File: src/rtl/int_result_buff.sv
// int_result_buff
//   Result staging FIFO that sits directly after the integer add/sub/convert
//   unit. Each valid result (data + pipeline token) is captured in issue order.
//   The head is presented first-word-fall-through to write-back with a
//   valid/ready handshake. A registered stall goes back to the issue stage.
//
// Ports
//   clock       rising-edge clock
//   reset       synchronous, active-high; clears pointers, count, overflow
//   I_Flush     synchronous flush; discards all entries, keeps O_Overflow
//   I_Valid     result valid from the integer unit
//   I_Data      result data
//   I_Token     result token
//   O_Stall     upstream must not assert I_Valid next cycle
//   O_Overflow  sticky; a valid result arrived while the buffer was full
//   O_Valid     head entry valid toward write-back
//   O_Data      head data, zero when idle
//   O_Token     head token, zero when idle
//   I_Ready     write-back accepts the head this cycle
//   O_Count     current occupancy
module int_result_buff #(
    parameter int  DEPTH      = 4,
    parameter int  WIDTH_DATA = 32,
    parameter type TYPE       = logic [7:0]
) (
    input  logic                     clock,
    input  logic                     reset,
    input  logic                     I_Flush,
    input  logic                     I_Valid,
    input  logic [WIDTH_DATA-1:0]    I_Data,
    input  TYPE                      I_Token,
    output logic                     O_Stall,
    output logic                     O_Overflow,
    output logic                     O_Valid,
    output logic [WIDTH_DATA-1:0]    O_Data,
    output TYPE                      O_Token,
    input  logic                     I_Ready,
    output logic [$clog2(DEPTH):0]   O_Count
);

    localparam int AW = $clog2(DEPTH);

    logic [WIDTH_DATA-1:0] data_mem  [DEPTH];
    TYPE                   token_mem [DEPTH];

    logic [AW-1:0] wr_ptr;
    logic [AW-1:0] rd_ptr;
    logic [AW:0]   count;
    logic          overflow;

    logic full;
    logic rd;
    logic wr;

    assign full = (count == (AW+1)'(DEPTH));
    assign rd   = O_Valid & I_Ready;
    // A pop in the same cycle frees the slot a full buffer needs for the push.
    assign wr   = I_Valid & (~full | rd);

    always_ff @(posedge clock) begin
        if (reset) begin
            wr_ptr   <= '0;
            rd_ptr   <= '0;
            count    <= '0;
            overflow <= 1'b0;
        end else if (I_Flush) begin
            wr_ptr <= '0;
            rd_ptr <= '0;
            count  <= '0;
        end else begin
            if (wr) wr_ptr <= wr_ptr + AW'(1);
            if (rd) rd_ptr <= rd_ptr + AW'(1);
            if (wr && !rd)      count <= count + (AW+1)'(1);
            else if (rd && !wr) count <= count - (AW+1)'(1);
            if (I_Valid && !wr) overflow <= 1'b1;
        end
    end

    // Storage is never cleared; only the pointers define what is live.
    always_ff @(posedge clock) begin
        if (wr && !reset && !I_Flush) begin
            data_mem[wr_ptr]  <= I_Data;
            token_mem[wr_ptr] <= I_Token;
        end
    end

    assign O_Valid    = (count != '0);
    assign O_Data     = O_Valid ? data_mem[rd_ptr]  : '0;
    assign O_Token    = O_Valid ? token_mem[rd_ptr] : '0;
    // One slot of slack covers the result already in flight from the unit.
    assign O_Stall    = (count >= (AW+1)'(DEPTH - 1));
    assign O_Overflow = overflow;
    assign O_Count    = count;

endmodule
File: config.mk
export PLATFORM = sky130hd
export DESIGN_NAME = int_result_buff
export DESIGN_NICKNAME = d
export VERILOG_FILES = /design/src/rtl/int_result_buff.sv
export SDC_FILE = /design/constraint.sdc
export NUM_CORES = 1
export LEC_CHECK = 0
export ABC_AREA = 1
export CAP_MARGIN = 5
export CORE_ASPECT_RATIO = 0.7
export CORE_MARGIN = 2
export CORE_UTILIZATION = 49
export DETAILED_ROUTE_END_ITERATION = 16
export PLACE_DENSITY_LB_ADDON = 0.12
export SYNTH_ARGS = -nofsm -noshare
export SYNTH_HDL_FRONTEND = slang
export SYNTH_SLANG_ARGS = --single-unit
File: constraint.sdc
create_clock -name clock -period 3.2 [get_ports clock]
set_input_delay 0.48 -clock clock [delete_from_list [all_inputs] [get_ports clock]]
set_output_delay 0.48 -clock clock [all_outputs]
set_load 0.01 [all_outputs]
# Word-level counts from Yosys, hierarchy flattened
# Memory sizes are Yosys's and may differ from the RTL's. A register that Yosys moved wholly into a read port is not among the register bits.
# Cells that the tools add are included.
[op_classes]
add_sub_neg = 4
eq_ne = 1
magnitude_cmp = 1
n_bitwise = 5
n_reduce_logical = 13
muxes = 10
[ops]
columns = ["op", "n"]
rows = [
  ["$mux 32", 1],
  ["$mux 2", 4],
  ["$mux 8", 1],
  ["$mux 3", 2],
  ["$logic_and 1x1->1", 5],
  ["$add 2x1->2 const B", 2],
  ["$logic_not 1->1", 4],
  ["$add 3x1->3 const B", 1],
  ["$eq 3x3->1 const B", 1],
  ["$ge 3x2->1 const B", 1],
  ["$reduce_bool 3->1", 1],
  ["$sub 3x1->3 const B", 1],
  ["$and 1x1->1", 2],
  ["$mux 1", 2],
  ["$not 1->1", 2],
  ["$reduce_and 2->1", 1],
  ["$reduce_bool 2->1", 1],
  ["$reduce_or 2->1", 1],
  ["$or 1x1->1", 1],
]
[totals]
out_inout_bits = 46
memories = 2
elab_cells = 40
mem_bits_rw = 160
in_bits = 45
register_bits = 8
[mem_list]
columns = ["name", "words", "width", "rd", "rd_clocked_by_memory_dff", "wr", "line", "source"]
rows = [
  ["data_mem", 4, 32, 1, 1, 1, "43", "logic [WIDTH_DATA-1:0] data_mem [DEPTH];"],
  ["token_mem", 4, 8, 1, 1, 1, "44", "TYPE token_mem [DEPTH];"],
]

# Depth between registers and ports, before layout
[logic_depth]
depth_word = 8
ltp_mapped = 12
ltp_nobuf = 12

# Worst setup path before layout
# No wires, ideal clock.
[synth_timing]
path_type = "input-to-reg"
from = "input I_Flush"
to = "memory data_mem[0][0] (enable)"
path_slack_ns = 0.142
n_path_buf = 0
t_arrival_ns = 2.621
required_time_ns = 2.763
path_stages = 3
setup_ns = 0.437
cell_sequence = "nor2_1 > nand2_1 > nor2_1"
[synth_via]
elab_chain_len = 4
[synth_lines]
columns = ["item", "line", "source"]
rows = [
  ["start, declared", "28", "input logic I_Flush,"],
  ["$logic_not 1->1", "81", "if (wr && !reset && !I_Flush) begin"],
  ["$logic_and 1x1->1", "81", ""],
  ["$mux 1", "81", ""],
  ["$mux 1 (implied by the code)", "82", "data_mem[wr_ptr] <= I_Data;"],
  ["end, declared", "43", ""],
]
# No other way between the ends.

# Worst setup path after layout
[layout_timing]
from = "register count[0] (netlist: O_Count[0])"
to = "output O_Data[13]"
[layout_via]
elab_chain_len = 2
[layout_lines]
columns = ["item", "line", "source"]
rows = [
  ["start, declared", "48", "logic [AW:0] count;"],
  ["start signal, assigned", "73", "if (wr && !rd) count <= count + (AW+1)'(1);"],
  ["start signal, assigned", "74", "else if (rd && !wr) count <= count - (AW+1)'(1);"],
  ["$reduce_bool 3->1", "87", "assign O_Valid = (count != '0);"],
  ["$mux 32", "88", "assign O_Data = O_Valid ? data_mem[rd_ptr] : '0;"],
  ["end, declared", "35", "output logic [WIDTH_DATA-1:0] O_Data,"],
]
# No other way between the ends.

==> results.yml <==
synthesis:
  syn-num-nets: 600
  ys_seq_elements: 170
  synth_top_area_cell: "edfxtp_1"
  syn_area_sq_um: 6730
  synthMuxAreaShare_pct: 0
  synth_seq_area_share_pct: 74.3
  ys.flop_type: "edfxtp_1"
  synthDominantCellAreaShare_pct: 71.4
  synth_cell_types: 24
  synth_fa_ha_area_share_pct: 1.23
  synth_compound_area_share_pct: 9.87
  synthArstFlopShare_pct: 0
  yosys-top-cells-count: "nor2_1, edfxtp_1, o21ai_0"
  synth_xor_xnor_area_share_pct: 0
  yosysMostFrequentCell: "nor2_1"
  synthTopCellsByArea: "edfxtp_1, nor2_1, o21ai_0"
  synth_top_family_by_area: "simple AND/OR/NAND/NOR gates"
  postSynthAreaPerCell_sq_um: 12.3
  synthCells: 549
  synth_warnings: 0
  yosys.area_share.simple_pct: 10.9
  synth_edf_count: 160
critical_path:
  crit_fanout: 20
  endpoint: "O_Data[13]"
  cp-startpoint: "O_Count[0]"
  r2r_cells: 5
  cp_data_required_time_ns: 2.72
  startpoint_type: "flop"
  slowest_stage: "clkdlybuf4s50_1"
  critPathKind: "flop to output port"
  reg2reg_from: "O_Count[0]"
  crit_chain: "nor2_2 > nand2_2 > clkinv_1 > buf_4 > a21oi_1 > clkdlybuf4s50_1"
  cpPeakStageDelay_ns: 0.59
  critPathCaptureType: "output port"
  r2r-end: "data_mem[1][16]"
  worstPathArrival_ns: 2.45
  ff2ff_setup_slack_ns: 1.25
sta:
  relSlewSlack_pct: 40.9
  post-route-min-period_ns: 2.93
  worst_pin_slew_ns: 0.886
  holdWs_ns: 0.485
  layout_worst_path_cycle_share_pct: 91.5
  slew_viol_final: 0
  fin_worst_skew_ns: 0.00718
  fmax_mhz: 342
  hold_violations: 0
  setup-tns-final_ns: 0
  rsz0062_at_grt: "no"
  setup_violations: 0
die:
  initial_core_util_pct: 50.7
  dieArea_sq_um: 14700
  die_y_microns: 102
  ios: 91
  core_sq_um: 13300
  die_width_microns: 144
  fp-row-count: 35
worst_hold_path:
  hp-class: "flop to flop"
clocking:
  clock-sinks: 170
  hold_buffers: 0
  cts_buffers: 17
  clk_path_buf_depth: 2
  cts_resized: 0
  clkTransAtPathRegs_ns: 0.06
  cts_setup_buffers: 0
  cts_root_buf: "clkbuf_16"
  clock_latency_ns: 0.42
  tritoncts: "built"
  cts.htree.levels: 4
global_route:
  grt_pass1_vias: 4241
  grt_max_degree: 81
  antenna_found_initial: 1
  grt.total_usage_pct: 20.1
  gr-total-overflow: 0
  grt_pass1_wl_mm: 21.7
drt:
  vias: 4338
  drtAntennaViolNets: 0
  viasPerCell: 5.18
  wl_mm: 14.1
  drc: 0
  dr.pass1.iters: 6
  avgRoutedWirePerCell_microns: 16.8
  drtIter0Drc: 257
finish:
  synthToLayoutAreaGrowth_pct: 25.4
  layout-drive-gt1-share_pct: 7.99
  final_util_pct: 63.6
  final_nets: 689
  stdcell_area_sq_um: 8440
  instances_no_fill: 838
placed_design:
  numPortBuffers: 90
  finalWeightedCongestion: 0.829
  dpl.hpwl_mm: 7.68
  place_inst: 804
  place_area_sq_um: 7860
power:
  power.density_nw_per_um2: 582
  power_leakage_nw: 2.83
  vdd_drop_max_mv: 0.510
flow_run:
  cap_viol_max_count: 0
outcome:
  outcome: "complete, no violations"
## metal layers
metal	part of all wire, %	GRT usage, %
met1	46	26.8
met2	48	33.3
met3	5.5	4.55
met4	1.1	7.01
met5	0	0
## sequential cells by signal, indices dropped and copies added, names as in the netlist, named ones only
name        cells
data_mem      128
token_mem      32
O_Count         3
rd_ptr          2
wr_ptr          2
O_Overflow      1
## area by class of cell
| type | instances | area, sq um |
|---|---|---|
| antenna | 2 | 5.00 |
| clock buffer | 20 | 457 |
| clock inverter | 12 | 118 |
| fill | 1015 | 4830 |
| inverter | 19 | 73.8 |
| multi-input combinational | 330 | 1510 |
| sequential | 170 | 5010 |
| tap | 185 | 231 |
| timing repair buffer | 100 | 1040 |
## where the power goes
part / internal, mW / leakage, nW / switching, mW
clock: 1.12 / 0.269 / 0.830
combinational: 0.227 / 1.03 / 0.261
sequential: 2.46 / 1.53 / 0.0121
## cells by family (layout without fill, tap and decap cells)
group / after synthesis / in the layout
DFF: 170 / 170
adders and majority gates: 6 / 6
buffers and inverters: 49 / 151
AOI/OAI and AO/OA: 132 / 132
other: 0 / 2
and+or+nand+nor: 192 / 192
## worst min path at each step
stage          startpoint    endpoint  slack [ns]  depth (start not counted)
2_1_floorplan   rd_ptr[1]        flop        0.46                          2
3_3_place_gp   O_Overflow  O_Overflow        0.47                          2
3_5_place_dp   O_Overflow  O_Overflow        0.48                          2
4_1_cts        O_Overflow  O_Overflow        0.48                          2
5_1_grt        O_Overflow  O_Overflow        0.53                          2
6_report       O_Overflow  O_Overflow        0.49                          2
## placed cells by master (no fill, tap or decap), drive strengths merged, types with 2 or more instances in the layout
master         netlist  final
buf                 18     10
diode                0      2
dfxtp               10     10
clkdlybuf4s50        0     90
a21oi               47     47
clkinvlp             0      4
ha                   5      5
nand2               16     16
nand3                4      4
nor2               171    171
clkbuf              12     20
clkinv               1      6
inv                 18     20
edfxtp             160    160
o21ai               83     83
## stage by stage
stage                     power, mW  setup WS, ns
after floorplan                2.73         0.142
after global placement         3.00         0.694
after detailed placement       3.01         0.597
after CTS                      4.95         0.224
after global routing           5.08         0.138
final                          4.91         0.272
## critical path: cells and delay by family (launching register included)
kind	cells	cell delay, ns
and+or+nand+nor	2	0.19
DFF	1	0.42
buffers and inverters	3	1.14
AOI/OAI and AO/OA	1	0.27
Power figures use the tool's default switching activity.
